==> config.mk <==
export PLATFORM = sky130hd
export DESIGN_NAME = down_counter_timer
export DESIGN_NICKNAME = d
export VERILOG_FILES = /design/src/rtl/down_counter_timer_pkg.sv /design/src/rtl/down_counter_timer_tc_flag.sv /design/src/rtl/down_counter_timer.sv
export SDC_FILE = /design/constraint.sdc
export NUM_CORES = 1
export LEC_CHECK = 0
export CORE_MARGIN = 8
export CORE_UTILIZATION = 46
export CTS_CLUSTER_DIAMETER = 80
export CTS_CLUSTER_SIZE = 20
export DETAILED_ROUTE_END_ITERATION = 10
export PLACE_DENSITY = 0.76
export SYNTH_ARGS = -nofsm -noshare
export SYNTH_HDL_FRONTEND = slang
export SYNTH_SLANG_ARGS = --single-unit
export TNS_END_PERCENT = 20
==> constraint.sdc <==
create_clock -name clk -period 2.15 [get_ports clk]
set_clock_uncertainty 0.05 [all_clocks]
set_input_delay 0.215 -clock clk [delete_from_list [all_inputs] [get_ports clk]]
set_output_delay 0.215 -clock clk [all_outputs]
set_load 0.02 [all_outputs]
==> src/rtl/down_counter_timer_pkg.sv <==
// ---------------------------------------------------------------------------
// down_counter_timer_pkg
// Shared SAYAC definitions for the countdown timer: FSM state encoding and
// the default counter/reload width.
// ---------------------------------------------------------------------------
package down_counter_timer_pkg;

  // Default width of the counter and the reload register.
  localparam int unsigned DCT_WIDTH = 16;

  // Timer FSM states. The encodings are fixed so that other SAYAC blocks and
  // checkers can decode them.
  typedef enum logic [1:0] {
    IDLE = 2'b00,
    RUN  = 2'b01,
    DONE = 2'b10
  } dct_state_e;

endpackage : down_counter_timer_pkg

==> src/rtl/down_counter_timer_tc_flag.sv <==
// ---------------------------------------------------------------------------
// down_counter_timer_tc_flag
// Sticky terminal-count request (irq) and overflow (ovf) flags.
//
// Ports:
//   clk    - rising-edge clock
//   rst    - synchronous active-high reset, clears both flags
//   set_i  - terminal event this cycle
//   clr_i  - acknowledge, clears irq and ovf
//   irq_o  - sticky terminal-count request
//   ovf_o  - sticky, a terminal event arrived while irq was already set
//
// A set in the same cycle as a clear wins for irq. ovf is not raised in that
// case, because the previous request is being acknowledged on this edge.
// ---------------------------------------------------------------------------
module down_counter_timer_tc_flag (
  input  logic clk,
  input  logic rst,
  input  logic set_i,
  input  logic clr_i,
  output logic irq_o,
  output logic ovf_o
);

  logic irq_q, irq_d;
  logic ovf_q, ovf_d;

  always_comb begin
    irq_d = irq_q;
    ovf_d = ovf_q;
    if (set_i) begin
      irq_d = 1'b1;
      ovf_d = clr_i ? 1'b0 : (ovf_q | irq_q);
    end else if (clr_i) begin
      irq_d = 1'b0;
      ovf_d = 1'b0;
    end
  end

  always_ff @(posedge clk) begin
    if (rst) begin
      irq_q <= 1'b0;
      ovf_q <= 1'b0;
    end else begin
      irq_q <= irq_d;
      ovf_q <= ovf_d;
    end
  end

  assign irq_o = irq_q;
  assign ovf_o = ovf_q;

endmodule : down_counter_timer_tc_flag

==> src/rtl/down_counter_timer.sv <==
// ---------------------------------------------------------------------------
// down_counter_timer
// Loadable N-bit down-counter with terminal-count detection, sticky irq/ovf
// and one-shot / auto-reload modes. Countdown timer for SAYAC delay and
// timeout generation.
//
// Ports:
//   clk        - rising-edge clock
//   rst        - synchronous active-high reset
//   initValue  - value loaded into counter and reload register
//   iniCnt     - load strobe, starts a countdown
//   decCnt     - decrement tick
//   stopCnt    - abort countdown (RUN only), count holds
//   autoReload - 1 = auto-reload, 0 = one-shot; captured with iniCnt
//   irqAck     - clears irq and ovf
//   dataOut    - current count
//   bo         - borrow/zero flag, (dataOut == 0), combinational
//   running    - state is RUN
//   irq        - sticky terminal-count request
//   ovf        - sticky, terminal event while irq already set
//
// Input priority in every state: rst > iniCnt > stopCnt > decCnt.
// ---------------------------------------------------------------------------
module down_counter_timer
  import down_counter_timer_pkg::*;
#(
  parameter int unsigned N = DCT_WIDTH
) (
  input  logic         clk,
  input  logic         rst,
  input  logic [N-1:0] initValue,
  input  logic         iniCnt,
  input  logic         decCnt,
  input  logic         stopCnt,
  input  logic         autoReload,
  input  logic         irqAck,
  output logic [N-1:0] dataOut,
  output logic         bo,
  output logic         running,
  output logic         irq,
  output logic         ovf
);

  localparam logic [N-1:0] ZERO = '0;
  localparam logic [N-1:0] ONE  = {{(N-1){1'b0}}, 1'b1};

  dct_state_e   state_q, state_d;
  logic [N-1:0] cnt_q, cnt_d;
  logic [N-1:0] reload_q, reload_d;
  logic         mode_q, mode_d;
  logic         term_evt;

  // State register and datapath registers.
  always_ff @(posedge clk) begin
    if (rst) begin
      state_q  <= IDLE;
      cnt_q    <= ZERO;
      reload_q <= ZERO;
      mode_q   <= 1'b0;
    end else begin
      state_q  <= state_d;
      cnt_q    <= cnt_d;
      reload_q <= reload_d;
      mode_q   <= mode_d;
    end
  end

  // Next-state and next-count logic. term_evt marks the edge on which the
  // count reaches zero (or reloads), or a zero value is loaded.
  always_comb begin
    state_d  = state_q;
    cnt_d    = cnt_q;
    reload_d = reload_q;
    mode_d   = mode_q;
    term_evt = 1'b0;
    if (iniCnt) begin
      cnt_d    = initValue;
      reload_d = initValue;
      mode_d   = autoReload;
      if (initValue == ZERO) begin
        state_d  = DONE;
        term_evt = 1'b1;
      end else begin
        state_d  = RUN;
      end
    end else begin
      case (state_q)
        RUN: begin
          if (stopCnt) begin
            state_d = IDLE;
          end else if (decCnt) begin
            if (cnt_q > ONE) begin
              cnt_d = cnt_q - ONE;
            end else begin
              // RUN is only entered with a nonzero count, so this is the
              // 1 -> terminal step; 0 never decrements and never wraps.
              term_evt = 1'b1;
              if (mode_q) begin
                cnt_d = reload_q;
              end else begin
                cnt_d   = ZERO;
                state_d = DONE;
              end
            end
          end
        end
        IDLE:    state_d = IDLE;
        DONE:    state_d = DONE;
        default: state_d = IDLE;
      endcase
    end
  end

  // Output logic.
  always_comb begin
    running = (state_q == RUN);
    bo      = (cnt_q == ZERO);
    dataOut = cnt_q;
  end

  down_counter_timer_tc_flag u_tc_flag (
    .clk   (clk),
    .rst   (rst),
    .set_i (term_evt),
    .clr_i (irqAck),
    .irq_o (irq),
    .ovf_o (ovf)
  );

endmodule : down_counter_timer

; ---- Word level (Yosys, flattened, before mapping)
; Index checks and enable logic that the tools add are counted.
[word_totals]
reg_bits = 37
in_bits = 23
word_cells = 45
[op_classes]
n_addsub = 1
magnitude_cmp = 1
n_eq_ne = 6
muxes = 23
n_bitwise = 1
reduce_logical = 7
[ops]
columns = op, count
row1 = two-way mux 16 bit, 6
row2 = zero test 16 bit, 2
row3 = > comparator 16 x 1 -> 1 bit (second input constant), 1
row4 = subtractor 16 x 1 -> 16 bit (second input constant), 1
row5 = two-way mux 2 bit, 6
row6 = != test 4 bit (second input constant), 3
row7 = two-way mux 1 bit, 10
row8 = AND reduction 3 bit, 2
row9 = nonzero test 2 bit, 3
row10 = one-hot mux 2 bit (2 select lines), 1
row11 = equality test 2 x 1 -> 1 bit (second input constant), 1
row12 = equality test 2 bit (second input constant), 1
row13 = != test 2 bit (second input constant), 1
row14 = bitwise OR 1 bit, 1

; ---- Depth between registers and ports, before layout
; Gate-level depths: netlist of run 1.
[logic_depth]
depth_word = 7
depth_mapped = 8
mapped_depth_nobuf = 7

; ---- Modules after synthesis
; A second synthesis of run 1 with hierarchy kept.
[hier_totals]
hier_cells = 246
hier_area_um2 = 2143.3
[by_module_without_submodules]
columns = mod, n_inst, cells_each, area_each_um2, seq_area_each_um2
row1 = down_counter_timer, 1, 239, 2074.5, 700.7
row2 = down_counter_timer_tc_flag, 1, 7, 68.8, 40.0

; ---- Least setup slack after synthesis of run 1
; No wires, ideal clock.
[synth_timing]
path_type = reg-to-reg
start = reg cnt_q[0] (netlist: dataOut[0])
end = reg cnt_q[8] (netlist: dataOut[8])
arrival_ns = 2.212
slack_ns = -0.187
stages_incl_launch_ff = 8
n_path_buf = 1
period_less_slack_ns = 2.337
cell_sequence = dfxtp_1 inv_1 ha_1 buf_2 o21ai_2 nor2_2 or4b_2 a31oi_1
[synth_between]
elab_chain_len = 6
elab_cells_between_ends = 7
cone_classes = add/sub: 1 / order compare: 1 / mux: 5
[synth_lines]
columns = element, line
row1 = from (decl), down_counter_timer.sv:48  ; logic [N-1:0] cnt_q, cnt_d;
row2 = from (signal assigned), down_counter_timer.sv:62  ; cnt_q <= cnt_d;
row3 = subtractor 16 x 1 -> 16 bit / > comparator 16 x 1 -> 1 bit (equally long branches), "down_counter_timer.sv:93, down_counter_timer.sv:92"
row4 = two-way mux 16 bit *, down_counter_timer.sv:92  ; if (cnt_q > ONE) begin
row5 = two-way mux 16 bit *, down_counter_timer.sv:91  ; end else if (decCnt) begin
row6 = two-way mux 16 bit *, down_counter_timer.sv:89  ; if (stopCnt) begin
row7 = two-way mux 16 bit *, down_counter_timer.sv:87  ; case (state_q)
row8 = two-way mux 16 bit *, down_counter_timer.sv:76  ; if (iniCnt) begin
; Every way passes the cells marked *; elsewhere a longest branch is shown, timed or not. The select of a mux whose other input is x is not followed.
; A chain may end at the register's enable or synchronous reset.

; ---- Worst setup path after layout of run 1
[layout_timing]
start = reg cnt_q[0] (netlist: dataOut[0])
end = reg state_q[1]
[layout_between]
elab_chain_len = 3
[layout_lines]
columns = element, line
row1 = > comparator 16 x 1 -> 1 bit, down_counter_timer.sv:92
row2 = != test 4 bit (no source line), --
row3 = AND reduction 3 bit (no source line), --
row4 = to (signal assigned), down_counter_timer.sv:61  ; state_q <= state_d;
row5 = to (decl), down_counter_timer.sv:47  ; dct_state_e state_q, state_d;
; Every way passes these cells.

==> results of run 1 <==
state kept, by name, summed over array words and instances, names as in the netlist:
register,cells
dataOut,16
mode_q,1
reload_q,16
state_q,2
u_tc_flag.irq_o,1
u_tc_flag.ovf_o,1
synthesized netlist by cell type (all sizes together), types with 2 or more instances:
library cell	number
inv	11
o211a	2
a22o	2
buf	3
and2	2
o211ai	3
nor4	9
nand3	8
a211o	2
clkbuf	12
and3	3
nor2	27
o311ai	3
o22ai	4
o21a	2
a31oi	5
a211oi	4
a311oi	3
o32ai	4
a221oi	2
ha	5
dfxtp	37
nand4	3
o31ai	4
a32o	5
a21oi	17
o21ai	10
nor3	7
a32oi	2
nand2	19
nand3b	2
nor2b	3
mux2i	12
metal layers:
metal,up-vias,GRT usage,part of all wire
li1,1083,-,-
met1,1086,0.2555,0.44
met2,144,0.3074,0.44
met3,24,0.06445,0.094
met4,0,0.07692,0.021
met5,-,0,0
critical path, stage by stage, from the launching register on:
cell                       delay, ps
sky130_fd_sc_hd__dfxtp_2         400
sky130_fd_sc_hd__inv_1            90
sky130_fd_sc_hd__ha_1            270
sky130_fd_sc_hd__o21ai_4         270
sky130_fd_sc_hd__nor2_2           70
sky130_fd_sc_hd__buf_4           170
sky130_fd_sc_hd__a311oi_1        400
sky130_fd_sc_hd__mux2i_1         270
cell families after synthesis:
group                    after synthesis  share of synthesized area
adder cells (fa/ha/maj)                5                    0.02941
XOR/XNOR                               1                   0.004118
AND/OR/NAND/NOR                       88                     0.2276
buffers and inverters                 26                    0.04706
flip-flops                            37                     0.3482
multiplexers                          12                    0.05647
AO/OA/AOI/OAI                         84                     0.2871
worst max path at each step:
stage                                       start                  endpoint  cells past startpoint
after floorplan           dataOut[0]$_SDFFE_PP0P_   dataOut[8]$_SDFFE_PP0P_                      7
after global placement                     decCnt   dataOut[8]$_SDFFE_PP0P_                      8
after detailed placement  dataOut[0]$_SDFFE_PP0P_  dataOut[13]$_SDFFE_PP0P_                      6
after CTS                 dataOut[0]$_SDFFE_PP0P_  dataOut[13]$_SDFFE_PP0P_                      6
after global routing      dataOut[0]$_SDFFE_PP0P_   state_q[1]$_SDFFE_PP0P_                      7
final                     dataOut[0]$_SDFFE_PP0P_   state_q[1]$_SDFFE_PP0P_                      7
timing repair:
item	4_1_cts	5_1_grt
setup buffers	0	3
pin swaps	0	1
resized for setup	1	1
cloned	0	0
hold buffers	0	0
setup endpoints to repair	1	4
power by group through the flow:
stage	logic [mW]	registers, mW	clock network [mW]
after global placement	0.536	0.784	0
after detailed placement	0.540	0.786	0
after CTS	0.543	0.771	0.510
after floorplan	0.274	0.810	0
final	0.557	0.772	0.515
after global routing	0.595	0.777	0.538
per-stage QoR:
step | util | cells
after detailed placement | 0.6244 | 356
after floorplan | - | 253
final | 0.6491 | 366
after global placement | 0.6244 | 356
after global routing | 0.6491 | 366
after CTS | 0.6437 | 363
area by class of cell:
| type | count | share of cell area |
|---|---|---|
| multi-input cells | 190 | 0.4520 |
| flip-flops and latches | 37 | 0.2594 |
| repair buffers | 69 | 0.2214 |
| clock buffers | 7 | 0.03013 |
| well taps | 52 | 0.02271 |
| inverters | 11 | 0.01441 |
==> results.md, run 1 <==
- Filler Cell Count: 389
- Layout cells sized above 1: 0.1497
- Overall via count from detail_route: 2337
- Remaining DRCs: 0
- Sw Pwr: 0.6057 mW
- Synthesized instance count: 253
- Reg-to-reg slack, setup: 80 ps
- Post-detailed-routing wire length: 7123 um
- Number of synthesis warnings: 0
- Post-route clock period utilization: 0.9625
- Avg Cell Area, Syn: 8.407 sq um
- Chip width: 84 um
- Cell depth of the worst flop-to-flop path: 7
- Largest net degree at the start of global routing: 35
- Cell variety after synth: 56
- Area used by multi-input combinational logic: 0.001295 sq mm
- Least setup slack across all paths after layout: 80.65 ps
- Count of buffers from port buffering: 42
- Iteration-0 DRC count of the detailed router: 314
- Headroom to the max-slew limit: 0.6897
- Peak supply drop: 0.3542 mV
- Number of violations of the max-capacitance limit: 0
- Clk_lat worst skew: 300 ps
- Sw Ratio: 0.3286
- First-pass GRT wire length: 11630 um
- Number of placed I/O pins: 43
- Capturing point of the worst reg2reg path: state_q[1]$_SDFFE_PP0P_
- TritonCTS clock tree: built
- Highest attainable clock frequency: 483.2 MHz
- Worst Tran Pin Value: 461.3 ps
- Most common flop cell mapped by yosys: sky130_fd_sc_hd__dfxtp_1
- Area share of the largest cell type after synthesis: 0.3482
- Clock share of power: 0.279
- Worst slack at placement: 130.2 ps
- Final Wtd Congestion: 0.9799
- Post-DR wirelength/cell: 19.46 um
- EDFF count, synth: 0
- Congestion Overflow GR: 0
- Capturing element type of the critical path: flop
- Register area share after synthesis: 0.3482
- Final std cell area, no fill: 0.002865 sq mm
- Die Y-Extent: 84 um
- Site Rows: 24
- Initial cell density of the core: 0.4819
- Kind of start point of the critical path: flop
- Combinational cell fraction of total power: 0.302
- Root buffer cell: sky130_fd_sc_hd__clkbuf_8
- Clock transition at the register clock pins on the worst setup and hold paths after CTS: 80 ps
- Seq pwr share: 0.419
- Aggregate negative setup slack: 0 ps
- Area occupied by registers: 743.2 sq um
- Worst hold path cell count: 2
- Count of endpoints failing setup in the final report: 0
- Final number of max-transition violations: 0
- Worst min path class: flop to flop
- Result of the run: finished clean
- Worst slack on hold paths: 417.7 ps
- Global router's overall resource usage: 0.2014
- Synth area leaders: sky130_fd_sc_hd__dfxtp_1 (35%), sky130_fd_sc_hd__mux2i_1 (5.6%), sky130_fd_sc_hd__nor2_1 (4.6%), sky130_fd_sc_hd__a21oi_1 (4.0%), sky130_fd_sc_hd__nand2_1 (3.4%)
- Final period demand of the worst path: 2069 ps
- CP Data Arrival Time: 2240 ps
- Antenna Cells: 0
- Setup Crit Path Kind: flop to flop
- Standard cell core area: 0.004414 sq mm
- Pwr Density: 643.4 mW/mm^2
- Total clock buffers created by CTS: 5
- Area of the die: 0.007056 sq mm
- Number of nets produced by synthesis: 281
- Number of register bits inferred by synthesis: 37
- Placement Cell Area: 0.002756 sq mm
- HPWL reported at the end of detailed placement: 5180 um
- Max Buffers Root-to-Sink: 2
- Most common cell after layout, fill and taps aside: sky130_fd_sc_hd__clkdlybuf4s50_1
- Detail-routed via count per cell: 6.385
- Hold_sp: reload_q[7]$_SDFFE_PP0P_
- Total clock sinks: 37
- Async set-reset flop share out of synthesis: 0
- Syn Std Cell Area: 0.002127 sq mm
- Antenna-violating nets left: 0
- Number of nets in the final layout: 342
- Destination of the worst hold path: reload_q[7]$_SDFFE_PP0P_
- Final Power: 1.843 mW
- Number of hold violations in the final report: 0
- Cell taking the most area after synthesis: sky130_fd_sc_hd__dfxtp_1
- Critical path required time: 2320 ps
- Startpoint of the lowest-slack register-to-register path: dataOut[0]$_SDFFE_PP0P_
- Internal power: 1.238 mW
- Antenna violations before repair: 0
- Initial DRT Pass Iterations: 7
- Most frequent cells in the layout: sky130_fd_sc_hd__clkdlybuf4s50_1 (41), sky130_fd_sc_hd__dfxtp_1 (35), sky130_fd_sc_hd__nor2_1 (26), sky130_fd_sc_hd__buf_4 (26), sky130_fd_sc_hd__nand2_1 (19)
- Max Fanout on Critical Path: 7
- Synth-to-layout area growth: 34.71%
- Via count of the first global-routing pass: 2226
- # H-tree levels: 2
- Leakage dissipation: 1.105 nW
Note: power is estimated with default switching activity, not from simulation.
==> inputs of run 2 (changes only) <==
--- a/config.mk
+++ b/config.mk
@@ -6,11 +6,11 @@
 export NUM_CORES = 1
 export LEC_CHECK = 0
 export CORE_MARGIN = 8
-export CORE_UTILIZATION = 46
+export CORE_UTILIZATION = 42
 export CTS_CLUSTER_DIAMETER = 80
 export CTS_CLUSTER_SIZE = 20
 export DETAILED_ROUTE_END_ITERATION = 10
-export PLACE_DENSITY = 0.76
+export PLACE_DENSITY = 0.7
 export SYNTH_ARGS = -nofsm -noshare
 export SYNTH_HDL_FRONTEND = slang
 export SYNTH_SLANG_ARGS = --single-unit
==> run 2 against run 1 <==
  * Routed wire length rose by 4.9%
  * Sequential cell count did not move
  * Highest routed layer unchanged
  * Non-clock buffer count rose by 4
  * Design area rose by 2.1%
==> results.md, run 2 (synthesis gave the netlist of run 1 again) <==
- Filler Cell Count: 494
- Post-route clock period utilization: 0.9523
- Final Power: 1.826 mW
- Placement Cell Area: 0.002836 sq mm
- Sw Pwr: 0.6065 mW
- Count of buffers from port buffering: 42
- Post-Route Utilization: 0.5839
- Congestion Overflow GR: 0
- Largest net degree at the start of global routing: 35
- Number of placed I/O pins: 43
- Internal power: 1.219 mW
- Total clock sinks: 37
- Area used by multi-input combinational logic: 0.001294 sq mm
- Pwr Density: 624.1 mW/mm^2
- Site Rows: 26
- Highest attainable clock frequency: 488.4 MHz
- Remaining DRCs: 0
- Post-DR wirelength/cell: 19.20 um
- Worst Tran Pin Value: 483.7 ps
- Max Buffers Root-to-Sink: 2
- Worst min path class: flop to flop
- Seq pwr share: 0.422
- Area occupied by registers: 743.2 sq um
- Antenna-violating nets left: 0
- TritonCTS clock tree: built
- Number of nets in the final layout: 346
- CP Data Arrival Time: 2220 ps
- Count of endpoints failing setup in the final report: 0
- Area of the die: 0.007598 sq mm
- Final Wtd Congestion: 0.9643
- Clock transition at the register clock pins on the worst setup and hold paths after CTS: 80 ps
- Synth-to-layout area growth: 37.53%
- Total clock buffers created by CTS: 5
- Iteration-0 DRC count of the detailed router: 239
- Number of violations of the max-capacitance limit: 0
- Chip width: 87.17 um
- Setup Crit Path Kind: flop to flop
- Layout cells sized above 1: 0.1630
- Result of the run: finished clean
- Combinational cell fraction of total power: 0.316
- Most common cell after layout, fill and taps aside: sky130_fd_sc_hd__clkdlybuf4s50_1
- Aggregate negative setup slack: 0 ps
- Setup repair after global routing missed its margin: false
- Global router's overall resource usage: 0.2029
- Via count of the first global-routing pass: 2417
- Antenna violations before repair: 0
- Overall via count from detail_route: 2379
- Clock share of power: 0.263
- Most frequent cells in the layout: sky130_fd_sc_hd__clkdlybuf4s50_1 (41), sky130_fd_sc_hd__dfxtp_1 (35), sky130_fd_sc_hd__buf_4 (29), sky130_fd_sc_hd__nor2_1 (26), sky130_fd_sc_hd__nand2_1 (19)
- # H-tree levels: 2
- Die Y-Extent: 87.17 um
- Post-detailed-routing wire length: 7470 um
- First-pass GRT wire length: 12050 um
- Sw Ratio: 0.3323
- Detail-routed via count per cell: 6.116
- Final period demand of the worst path: 2048 ps
- Final std cell area, no fill: 0.002925 sq mm
- Clk_lat worst skew: 290 ps
- Max Fanout on Critical Path: 7
- Initial cell density of the core: 0.4246
- Standard cell core area: 0.005010 sq mm
- Antenna Cells: 0
- Initial DRT Pass Iterations: 4
- Number of hold violations in the final report: 0
- Root buffer cell: sky130_fd_sc_hd__clkbuf_8
- Leakage dissipation: 1.130 nW
- Capturing element type of the critical path: flop
- Final number of max-transition violations: 0
- Peak supply drop: 0.3172 mV
- Kind of start point of the critical path: flop
- HPWL reported at the end of detailed placement: 5458 um
- Critical path required time: 2320 ps
- Headroom to the max-slew limit: 0.6692
-- run 2: cell count changes in the layout (fill, tap and decap cells not counted), sizes merged --
cell / before / now
buf: 27 / 31
clkinv: 0 / 2
clkbuf: 7 / 6
-- run 2: what timing repair did --
item | in CTS | in global routing
resized for setup | 1 | 0
hold buffers | 0 | 0
endpoints found under the setup margin | 1 | 0
buffers inserted | 1 | 0
-- run 2: layout make-up --
type,count,share of cell area
flip-flops and latches,37,0.2541
repair buffers,73,0.2314
multi-input cells,190,0.4423
well taps,70,0.02994
clock buffers,6,0.02481
inverters,11,0.01411
clock inverters,2,0.003422
-- run 2: worst max-delay path, stage by stage (launching register included) --
cell                      delay [ps]
sky130_fd_sc_hd__dfxtp_2         380
sky130_fd_sc_hd__inv_1            80
sky130_fd_sc_hd__ha_1            300
sky130_fd_sc_hd__o21ai_4         250
sky130_fd_sc_hd__nor2_2           50
sky130_fd_sc_hd__or4b_2          670
sky130_fd_sc_hd__a31oi_1         190
-- run 2: metrics by stage --
step                hold WS, ps  worst slack (ps)  std cells
floorplan                 244.3             16.08        253
global placement          404.3             167.8        380
detailed placement        409.4             143.3        380
CTS                       421.0             108.2        389
global route              456.9             9.565        389
finish                    419.5             102.5        389
-- run 2: power by group through the flow --
stage               Combinational, mW  Sequential [mW]  Clock, mW
floorplan                       0.274            0.810          0
global placement                0.561            0.782          0
detailed placement              0.560            0.785          0
CTS                             0.567            0.769      0.487
global route                    0.616            0.774      0.519
finish                          0.576            0.770      0.479
-- run 2: worst paths after layout --
path / start / endpoint / slack, ps / depth (start not counted)
worst min-delay path: reload_q[7]$_SDFFE_PP0P_ / reload_q[7]$_SDFFE_PP0P_ / 420 / 2
worst max-delay path: dataOut[0]$_SDFFE_PP0P_ / dataOut[8]$_SDFFE_PP0P_ / 100 / 6
worst min register to register: reload_q[7]$_SDFFE_PP0P_ / reload_q[7]$_SDFFE_PP0P_ / 420 / 2
worst max register to register: dataOut[0]$_SDFFE_PP0P_ / dataOut[8]$_SDFFE_PP0P_ / 100 / 6
-- run 2: per-layer routing --
metal | track usage | up-vias | share of wire
li1 | - | 1092 | -
met1 | 0.2528 | 1143 | 0.43
met2 | 0.3276 | 119 | 0.47
met3 | 0.04717 | 25 | 0.080
met4 | 0.08125 | 0 | 0.028
met5 | 0 | - | 0
==> inputs of run 3 (changes only) <==
--- a/config.mk
+++ b/config.mk
@@ -5,12 +5,14 @@
 export SDC_FILE = /design/constraint.sdc
 export NUM_CORES = 1
 export LEC_CHECK = 0
+export ABC_AREA = 1
 export CORE_MARGIN = 8
-export CORE_UTILIZATION = 42
+export CORE_UTILIZATION = 47
 export CTS_CLUSTER_DIAMETER = 80
 export CTS_CLUSTER_SIZE = 20
 export DETAILED_ROUTE_END_ITERATION = 10
-export PLACE_DENSITY = 0.7
+export PLACE_DENSITY = 0.76
+export RECOVER_POWER = 25
 export SYNTH_ARGS = -nofsm -noshare
 export SYNTH_HDL_FRONTEND = slang
 export SYNTH_SLANG_ARGS = --single-unit
==> run 3 against run 2 <==
  * Sequential power barely moved
  * Sequential cell count unchanged
  * Via count is 1.1% lower
  * Final cell count is 18% higher
  * Clock power up 30%
  * Combinational power fell by 11%
  * Count of clock-buffer cells in the layout increased by 1
  * Non-clock buffer count decreased by 26
  * Core utilization up 2.7 points
  * Register-to-register slack improved by 160 ps
  * Highest routed layer unchanged
==> results.md, run 3 <==
- Result of the run: finished clean
- Antenna violations before repair: 0
- Most frequent cell after synthesis: sky130_fd_sc_hd__nand2_1
- Clock share of power: 0.326
- Number of register bits inferred by synthesis: 37
- Max Fanout on Critical Path: 5
- Clk_lat worst skew: 290 ps
- Area of the die: 0.007211 sq mm
- Worst slack on hold paths: 408.6 ps
- Hold buffer count at cts: 0
- TritonCTS clock tree: built
- Peak supply drop: 0.3858 mV
- Via count of the first global-routing pass: 2240
- First-pass GRT wire length: 10370 um
- Filler Cell Count: 451
- Post-detailed-routing wire length: 6160 um
- Antenna Cells: 0
- Detail-routed via count per cell: 5.140
- Standard cell core area: 0.004661 sq mm
- Synth area leaders: sky130_fd_sc_hd__dfxtp_1 (33%), sky130_fd_sc_hd__nand2_1 (17%), sky130_fd_sc_hd__nor2_1 (10%), sky130_fd_sc_hd__a21oi_1 (7.0%), sky130_fd_sc_hd__inv_1 (6.6%)
- EDFF count, synth: 0
- Aggregate negative setup slack: 0 ps
- Setup Crit Path Kind: flop to output port
- Final number of max-transition violations: 0
- Number of violations of the max-capacitance limit: 0
- Number of hold violations in the final report: 0
- Post-DR wirelength/cell: 13.45 um
- Root buffer cell: sky130_fd_sc_hd__clkbuf_8
- CP Data Arrival Time: 1640 ps
- Post-Route Utilization: 0.6107
- Count of buffers from port buffering: 42
- Final period demand of the worst path: 1908 ps
- Register area share after synthesis: 0.3318
- Syn Std Cell Area: 0.002232 sq mm
- Synthesized instance count: 359
- Most frequent cells in the layout: sky130_fd_sc_hd__nand2_1 (100), sky130_fd_sc_hd__nor2_1 (61), sky130_fd_sc_hd__inv_1 (40), sky130_fd_sc_hd__clkdlybuf4s50_1 (40), sky130_fd_sc_hd__dfxtp_1 (37)
- Number of synthesis warnings: 0
- Highest attainable clock frequency: 524.2 MHz
- Number of nets in the final layout: 431
- Ranking of synthesized cells by instance count: sky130_fd_sc_hd__nand2_1 (100), sky130_fd_sc_hd__nor2_1 (61), sky130_fd_sc_hd__inv_1 (39), sky130_fd_sc_hd__dfxtp_1 (37), sky130_fd_sc_hd__a21oi_1 (31)
- Iteration-0 DRC count of the detailed router: 218
- Cell taking the most area after synthesis: sky130_fd_sc_hd__dfxtp_1
- Die Y-Extent: 84.92 um
- Seq pwr share: 0.405
- Combinational cell fraction of total power: 0.270
- Internal power: 1.315 mW
- Most common flop cell mapped by yosys: sky130_fd_sc_hd__dfxtp_1
- Count of endpoints failing setup in the final report: 0
- Kind of start point of the critical path: flop
- Worst Tran Pin Value: 532.4 ps
- Initial DRT Pass Iterations: 4
- Area share of the largest cell type after synthesis: 0.3318
- Post-route non-filler standard cell count: 458
- Synth-to-layout area growth: 27.52%
- Worst min path class: flop to flop
- Max Buffers Root-to-Sink: 2
- Initial cell density of the core: 0.4789
- Sw Ratio: 0.3112
- Overall via count from detail_route: 2354
- Cell total after placement: 450
- Post-route clock period utilization: 0.8873
- Leakage dissipation: 1.357 nW
- Largest net degree at the start of global routing: 29
- Critical path required time: 1880 ps
- Async set-reset flop share out of synthesis: 0
- Total clock buffers created by CTS: 5
- # H-tree levels: 2
- Site Rows: 25
- Headroom to the max-slew limit: 0.6447
- Setup repair after global routing missed its margin: false
- Antenna-violating nets left: 0
- Avg Cell Area, Syn: 6.218 sq um
- Clock transition at the register clock pins on the worst setup and hold paths after CTS: 70 ps
- Global router's overall resource usage: 0.1779
- Number of placed I/O pins: 43
- Number of nets produced by synthesis: 387
- Final Wtd Congestion: 0.8617
- HPWL reported at the end of detailed placement: 4684 um
- Placement Cell Area: 0.002731 sq mm
- Most common cell after layout, fill and taps aside: sky130_fd_sc_hd__nand2_1
- Total clock sinks: 37
- Final std cell area, no fill: 0.002846 sq mm
- Cell variety after synth: 29
- Capturing element type of the critical path: output port
- Remaining DRCs: 0
- Sw Pwr: 0.5941 mW
- Congestion Overflow GR: 0
- Setup bufs post-CTS: 0
- Layout cells sized above 1: 0.06188
- Pwr Density: 670.7 mW/mm^2
- Chip width: 84.92 um
[run 3: cell types whose count changed after synthesis, moves of 5 or more]
cell                      change
sky130_fd_sc_hd__nand2_1     +81
sky130_fd_sc_hd__nor2_1      +35
sky130_fd_sc_hd__a32o_1       -5
sky130_fd_sc_hd__o21ai_0     +19
sky130_fd_sc_hd__a31oi_1      -5
sky130_fd_sc_hd__nand3_1     +14
sky130_fd_sc_hd__inv_1       +28
sky130_fd_sc_hd__mux2i_1     -12
sky130_fd_sc_hd__nor3_1       -5
sky130_fd_sc_hd__nor4_1       -7
sky130_fd_sc_hd__a21oi_1     +14
[run 3: area by class of cell]
type | count | area, sq um | area share
Sequential cell | 37 | 740.7 | 0.2602
Clock buffer | 7 | 86.33 | 0.03033
Tap cell | 54 | 67.56 | 0.02374
Multi-Input combinational cell | 270 | 1295 | 0.4549
Timing Repair Buffer | 47 | 469.2 | 0.1648
Inverter | 42 | 157.7 | 0.05538
Clock inverter | 1 | 30.03 | 0.01055
[run 3: repair_timing]
| item | in CTS | in global routing |
|---|---|---|
| setup endpoints to repair | 1 | 0 |
| hold endpoints to repair | 0 | 0 |
| gates resized for setup | 1 | 0 |
[run 3: layer usage]
metal	global-route usage	wire [um]	vias up	part of all wire
li1	-	-	1216	-
met1	0.2222	2774	1048	0.45
met2	0.2913	2916	81	0.47
met3	0.03764	371	9	0.060
met4	0.06796	97	0	0.016
met5	0	0	-	0
[run 3: worst paths after layout]
kind                                startpoint                      endpoint  slack [ps]  depth (start not counted)
hold reg to reg   u_tc_flag.ovf_o$_SDFFE_PP0P_  u_tc_flag.ovf_o$_SDFFE_PP0P_         410                          2
setup / recovery       dataOut[4]$_SDFFE_PP0P_                            bo         240                          6
hold / removal    u_tc_flag.ovf_o$_SDFFE_PP0P_  u_tc_flag.ovf_o$_SDFFE_PP0P_         410                          2
setup reg to reg       dataOut[0]$_SDFFE_PP0P_       dataOut[3]$_SDFFE_PP0P_         260                          7
[run 3: logic make-up after synthesis]
logic type | count (synthesis) | share of synthesized area
AO/OA/AOI/OAI | 61 | 0.1390
flip-flops | 37 | 0.3318
adder cells (fa/ha/maj) | 5 | 0.02803
buffers and inverters | 52 | 0.08800
AND/OR/NAND/NOR | 198 | 0.3896
XOR/XNOR | 6 | 0.02355
[run 3: critical path: stages (launching register included)]
cell	delay, ps
sky130_fd_sc_hd__dfxtp_1	360
sky130_fd_sc_hd__nor2_1	180
sky130_fd_sc_hd__nand2_1	170
sky130_fd_sc_hd__nor2_4	170
sky130_fd_sc_hd__nand2_1	70
sky130_fd_sc_hd__nor2_1	80
sky130_fd_sc_hd__dlygate4sd2_1	340
[run 3: metrics by stage]
stage,worst slack (ps),power (mW)
floorplan,318.5,1.111
global placement,271.0,1.295
detailed placement,285.6,1.300
CTS,240.9,1.917
global route,77.88,2.022
finish,242.3,1.909
[run 3: power by group through the flow]
stage,sequential [mW],combinational [mW],clock (mW)
after floorplan,0.810,0.301,0
after global placement,0.786,0.509,0
after detailed placement,0.788,0.512,0
after CTS,0.772,0.515,0.629
after global routing,0.781,0.576,0.666
final,0.773,0.515,0.621
